--- config.mk ---
export PLATFORM = sky130hd
export DESIGN_NAME = enable_divider_bank
export DESIGN_NICKNAME = d
export VERILOG_FILES = /design/src/rtl/enable_divider_bank.sv
export SDC_FILE = /design/constraint.sdc
export NUM_CORES = 1
export LEC_CHECK = 0
export ABC_AREA = 1
export BUFFER_PORTS_ARGS = -buffer_cell sky130_fd_sc_hd__clkbuf_2
export CAP_MARGIN = 20
export CORE_MARGIN = 5
export CORE_UTILIZATION = 40
export CTS_BUF_LIST = sky130_fd_sc_hd__clkbuf_16
export DETAILED_ROUTE_END_ITERATION = 6
export HOLD_SLACK_MARGIN = 0.08
export SETUP_SLACK_MARGIN = 0.5
export SLEW_MARGIN = 5
export SYNTH_ARGS = -nofsm -noshare
export SYNTH_HDL_FRONTEND = slang
export SYNTH_SLANG_ARGS = --single-unit
--- constraint.sdc ---
create_clock -name clock -period 2.5 [get_ports clock]
set_clock_uncertainty 0.15 [all_clocks]
set_input_delay 0.375 -clock clock [delete_from_list [all_inputs] [get_ports clock]]
set_output_delay 0.375 -clock clock [all_outputs]
set_load 0.03 [all_outputs]
--- src/rtl/enable_divider_bank.sv ---
// enable_divider_bank: a bank of independent, runtime-programmable clock-enable
// dividers. Each channel counts system clock edges up to its divisor and emits a
// one-cycle registered enable pulse, either periodically or as a one-shot timer.
module enable_divider_bank #(
  parameter int          CHANNELS        = 4,
  parameter int          WIDTH           = 32,
  parameter int unsigned DEFAULT_DIVISOR = 50000000,
  parameter int          CH_BITS         = (CHANNELS > 1) ? $clog2(CHANNELS) : 1
) (
  input  logic                clock,
  input  logic                reset,
  input  logic                cfg_valid_i,
  input  logic [CH_BITS-1:0]  cfg_channel_i,
  input  logic [WIDTH-1:0]    cfg_divisor_i,
  input  logic                cfg_oneshot_i,
  input  logic                sync_i,
  input  logic [CHANNELS-1:0] run_i,
  output logic [CHANNELS-1:0] pulse_o,
  output logic [CHANNELS-1:0] busy_o
);

  logic [CHANNELS-1:0][WIDTH-1:0] count_q,   count_d;
  logic [CHANNELS-1:0][WIDTH-1:0] divisor_q, divisor_d;
  logic [CHANNELS-1:0]            oneshot_q, oneshot_d;
  logic [CHANNELS-1:0]            busy_q,    busy_d;
  logic [CHANNELS-1:0]            pulse_q,   pulse_d;
  logic [CHANNELS-1:0]            writeHit;

  // A write addresses exactly one channel; an index beyond the bank matches none.
  always_comb begin
    writeHit = '0;
    for (int i = 0; i < CHANNELS; i++) begin
      writeHit[i] = cfg_valid_i && (cfg_channel_i == CH_BITS'(i));
    end
  end

  // Per-channel next state: config write beats sync, sync beats counting.
  always_comb begin
    count_d   = count_q;
    divisor_d = divisor_q;
    oneshot_d = oneshot_q;
    busy_d    = busy_q;
    pulse_d   = '0;
    for (int i = 0; i < CHANNELS; i++) begin
      if (writeHit[i]) begin
        divisor_d[i] = cfg_divisor_i;
        oneshot_d[i] = cfg_oneshot_i;
        count_d[i]   = '0;
        busy_d[i]    = cfg_oneshot_i && (cfg_divisor_i != '0);
      end else if (sync_i) begin
        count_d[i] = '0;
      end else if (divisor_q[i] == '0) begin
        busy_d[i] = 1'b0;
      end else if (run_i[i] && (!oneshot_q[i] || busy_q[i])) begin
        if (count_q[i] == divisor_q[i] - WIDTH'(1)) begin
          count_d[i] = '0;
          pulse_d[i] = 1'b1;
          if (oneshot_q[i]) begin
            busy_d[i] = 1'b0;
          end
        end else begin
          count_d[i] = count_q[i] + WIDTH'(1);
        end
      end
    end
  end

  // State registers; reset restores the default divisor in periodic mode.
  always_ff @(posedge clock) begin
    if (reset) begin
      count_q   <= '0;
      divisor_q <= {CHANNELS{WIDTH'(DEFAULT_DIVISOR)}};
      oneshot_q <= '0;
      busy_q    <= '0;
      pulse_q   <= '0;
    end else begin
      count_q   <= count_d;
      divisor_q <= divisor_d;
      oneshot_q <= oneshot_d;
      busy_q    <= busy_d;
      pulse_q   <= pulse_d;
    end
  end

  assign pulse_o = pulse_q;
  assign busy_o  = busy_q;

endmodule

Word level (Yosys, flattened, before mapping):

Index checks and enable logic that the tools add are counted.

* flip-flop bits (word level): 268
* output and inout port bits: 8
* logic and storage cells: 130

* eq/ne operators: 11
* bitwise logic cells: 8
* mux-type cells: 32
* add/subtract/negate cells: 8
* reduce and logical (&&, ||, !) cells: 51

Operators by type and width (number)
* adder 32 x 1 -> 32 bit (second input constant): 4
* equality test 32 bit: 4
* zero test 32 bit: 4
* 2-to-1 mux 32 bit: 4
* subtractor 32 x 1 -> 32 bit (second input constant): 4
* nonzero test 3 bit: 12
* nonzero test 32 bit: 1
* 2-to-1 mux 1 bit: 28
* OR reduction 5 bit: 4
* AND reduction 4 bit: 4
* OR reduction 3 bit: 4
* logical AND 1 bit: 9
* != test 2 x 1 -> 1 bit (second input constant): 4
* NOT 1 bit: 8
* AND reduction 2 bit: 4
* equality test 2 bit (second input constant): 2
* zero test 1 bit: 4
* logical OR 1 bit: 4
* equality test 2 x 1 -> 1 bit (second input constant): 1
* zero test 2 bit: 1

Longest topological paths before layout:

* depth after elaboration: 7
* depth in mapped cells: 20

Least setup slack after synthesis:

OpenSTA, ideal clock, no wires.

* path kind: register to register
* start: register divisor_q[64] in the netlist's numbering
* end: register count_q[73] in the netlist's numbering
* slack: 104 ps
* cell stages (with the launch flop): 16
* arrival time: 2125 ps
* library setup time: 121 ps
* cell sequence: dfxtp_1 -> inv_1 -> ha_1 -> nand3_4 -> nor2_4 -> nand2_1 -> nor2_1 -> xor2_1 -> inv_1 -> nand2_1 -> nand4_1 -> nor2_2 -> nand4_1 -> nand2_2 -> buf_6 -> nor3_1

* cells in the longest elaborated chain, start to end: 3

RTL lines
* from (decl): line 23 `logic [CHANNELS-1:0][WIDTH-1:0] divisor_q, divisor_d;`
* from (signal assigned): line 72 `divisor_q <= {CHANNELS{WIDTH'(DEFAULT_DIVISOR)}};`
* from (signal assigned): line 78 `divisor_q <= divisor_d;`
* subtractor 32 x 1 -> 32 bit / zero test 32 bit (equally long branches): line 55, 52
* equality test 32 bit / NOT 1 bit (equally long branches)
* 2-to-1 mux 32 bit / AND reduction 2 bit (equally long branches)
* to (signal assigned): line 77 `count_q <= count_d;`
* to (decl): line 22 `logic [CHANNELS-1:0][WIDTH-1:0] count_q, count_d;`

Several ways; a longest one is shown, not always the timed one.
A chain may end at the register's enable or synchronous reset.

Final worst setup path:

Same ends and word-level chain as after synthesis.

==> metrics <==
initial antenna violation count=0; fmax=0.3696 GHz; DR iter-0 viols=around 1600; FF-to-FF Start=divisor_q[64]; all-layer global routing usage=0.2614; DRT Wirelength=approximately 70 mm; vias=20441; per-cell routed wire length=between 15 and 20 microns; hold depth=3; Num CTS Buffers=30; Hold EP=divisor_q[73]; FF-to-FF End=count_q[73]; Worst slew margin=0.3139; CP Class=reg2reg; Worst path max stage delay=0.33 ns; Crit. End Element=flop; Worst Setup Start Kind=flop; Util after Layout=0.5646; vias in the first global route=19391; TritonCTS clock tree=built; post-route antenna net violation count=0; most common cell after layout, fill and taps aside=nand2_1; Finish-stage setup viols=91; post-synthesis sequential area ratio=0.2980; worst-path maximum fanout=8; # rows=77; pre-CTS setup slack=-0.2127 ns; worst-skew pair later-pin latency=0.60 ns; commonest cells after routing, fill and taps aside=nand2_1, inv_1, nor2_1, buf_4, dfxtp_1; synthesized area per cell=6.182 sq um; syn_nets=between 2000 and 3000; share of cells above drive strength 1=0.2923; DPL Wire Length=50.51 mm; Fillers=roughly 4300; grt total ovfl=0; Root Buffer=clkbuf_16; FF-to-FF path depth=15; synthesized cell area=0.01800 sq mm; status=complete, but fails checks; H-tree level count=1; Mapped Cells=2912; MaxCap Viol Count=0; Final Cycle Share=1.082; Worst VDD drop=0.0005875 V; Hold Path Class=in2reg; PnR worst setup slack=-0.2056 ns; ANT cells=0; RSZ-0062 raised after global routing=yes; Final nets=3369; cells along the critical path=inv_4, ha_4, nand3_4, nor2_4, xor2_2, nor2_1, nor2_1, nand2_1, nor2_1, nand2_1, nor2_4, nand4_1, nand2_4, clkbuf_16, nor3_2; largest net degree at the start of global routing=between 60 and 70; Hold Vio Cnt, Final=0; FF-to-FF setup slack=-0.21 ns; pwr dens=445.8 mW/mm^2; area grow syn2layout=39.28%; TritonCTS Sinks=268; Die H=222.1 microns; I/O pin cnt=51; CTS clk-pin slew, worst paths=0.06 ns; first-pass iteration count of the detailed router=6; Worst Path Arrival=3.02 ns; Residual DRC=0; final worst path period need=between 2 and 3 ns; Worst Min Path Start=cfg_divisor_i[9]; Die ar.=0.04935 sq mm; Initial Util=0.4053; Clock Tree Buf Depth=3; worst slew pin tran=1.028 ns; worst path required time=around 2.8 ns; Die W=~220 microns; leakage power=10.70 nW; port buffer count=50; violated checks=negative setup slack; max-slew violations=0; area of the core=0.04441 sq mm; Yosys warnings=0; Final GP Congestion=1.000; crit-path most repeated cell=nor2_1; library cells used by synthesis=49; synthesis-stage register bit count=roughly 270; DR vias/cell=approximately 5.2; global-route wire length before repair=~110 mm; CP max-delay cell=dfxtp_2
[synthesized netlist by cell type, drive strengths merged]
master | instances | share of area
inv | 359 | 0.075
nand4 | 74 | 0.028
o211ai | 23 | 0.0096
xor2 | 152 | 0.074
o21ai | 151 | 0.043
a211oi | 4 | 0.0017
o22ai | 5 | 0.0017
a21oi | 111 | 0.031
xnor3 | 2 | 0.0025
a21o | 1 | 0.00042
nand3 | 221 | 0.064
nand2 | 752 | 0.16
clkbuf | 40 | 0.0083
nor4 | 19 | 0.0066
and3 | 6 | 0.0021
ha | 8 | 0.0056
a31oi | 1 | 0.00035
clkinv | 3 | 0.00063
buf | 14 | 0.0058
or2 | 14 | 0.0049
xnor2 | 41 | 0.020
and2 | 6 | 0.0021
nor3b | 7 | 0.0029
nor2 | 550 | 0.13
o21a | 1 | 0.00042
o22a | 1 | 0.00049
dfxtp | 268 | 0.30
o21bai | 4 | 0.0017
a22oi | 3 | 0.0013
nor3 | 57 | 0.017
nand3b | 13 | 0.0054
a31o | 1 | 0.00049
[report_power, final]
part	internal [W]	total, W	switching, W
logic	0.000907	0.00214	0.00124
clock network	0.00254	0.00447	0.00193
registers	0.00439	0.00457	0.000173
[cell type report]
class / count / area (sq um) / share of cell area
Clock inverter: 25 / 198.9 / 0.007934
Timing Repair Buffer: 423 / 3541 / 0.1412
Clock buffer: 31 / 775.7 / 0.03094
Multi-Input combinational cell: 2233 / 13000 / 0.5185
Inverter: 362 / 1391 / 0.05549
Tap cell: 592 / 740.7 / 0.02954
Sequential cell: 268 / 5426 / 0.2164
[registers in the layout, summed over array words and instances (netlist names)]
| signal | cells |
|---|---|
| count_q | 128 |
| divisor_q | 128 |
| busy_o | 4 |
| oneshot_q | 4 |
| pulse_o | 4 |
[timing repair]
item,4_1_cts,5_1_grt
cloned,9,3
hold endpoints to repair,62,0
hold buffers,34,0
endpoints found under the setup margin,136,136
setup buffers,74,22
gates resized for setup,279,258
pin swaps,118,100
[routing by layer]
metal	wire [microns]	share of wire	GRT usage	vias up
li1	-	-	-	10081
met1	31240	0.46	0.3656	9527
met2	30660	0.45	0.4182	681
met3	3968	0.058	0.03111	152
met4	2728	0.040	0.09008	0
met5	0	0	0	-
[worst max path at each step]
stage / from / endpoint / slack (ns) / depth (start not counted)
after floorplan: divisor_q[96] / count_q[109] / 0.24 / 16
after global placement: divisor_q[34] / count_q[34] / -0.17 / 15
after detailed placement: divisor_q[32] / count_q[34] / -0.21 / 16
after CTS: divisor_q[32] / busy_o[1] / -0.08 / 19
after global routing: divisor_q[64] / count_q[73] / -0.37 / 19
final: divisor_q[64] / count_q[73] / -0.21 / 15
[worst max-delay path: cells and delay by family, from the launching register on]
| kind | cells | cell delay (ns) |
|---|---|---|
| adders and majority gates | 1 | 0.15 |
| xor gates and xnor gates | 1 | 0.23 |
| buffers and inverters | 2 | 0.26 |
| and+or+nand+nor | 11 | 1.46 |
| DFF | 1 | 0.33 |
[metrics by stage]
step	TNS, ns	cells	power (W)	instance area (sq um)	hold slack, ns
6_report	-11.36	3934	0.01118	25070	0.09995
5_1_grt	-27.35	3934	0.01162	25070	0.09313
4_1_cts	-2.045	3909	0.01105	23950	0.08351
3_5_place_dp	-10.15	3736	0.006291	20890	0.3258
3_3_place_gp	-8.186	3736	0.006275	20890	0.3223
2_1_floorplan	0	2912	0.005579	18290	0.3041
[cell families (layout without fill, tap and decap cells)]
group                      after synthesis  after routing  synth area share
and+or+nand+nor                       1719           1724            0.4185
DFF                                    268            268            0.2980
xor gates and xnor gates               195            195           0.09640
adders and majority gates                8              8          0.005560
AOI/OAI and AO/OA                      306            306           0.09174
buffers and inverters                  416            841           0.08980
No activity file was read; power rests on OpenSTA's default activity.
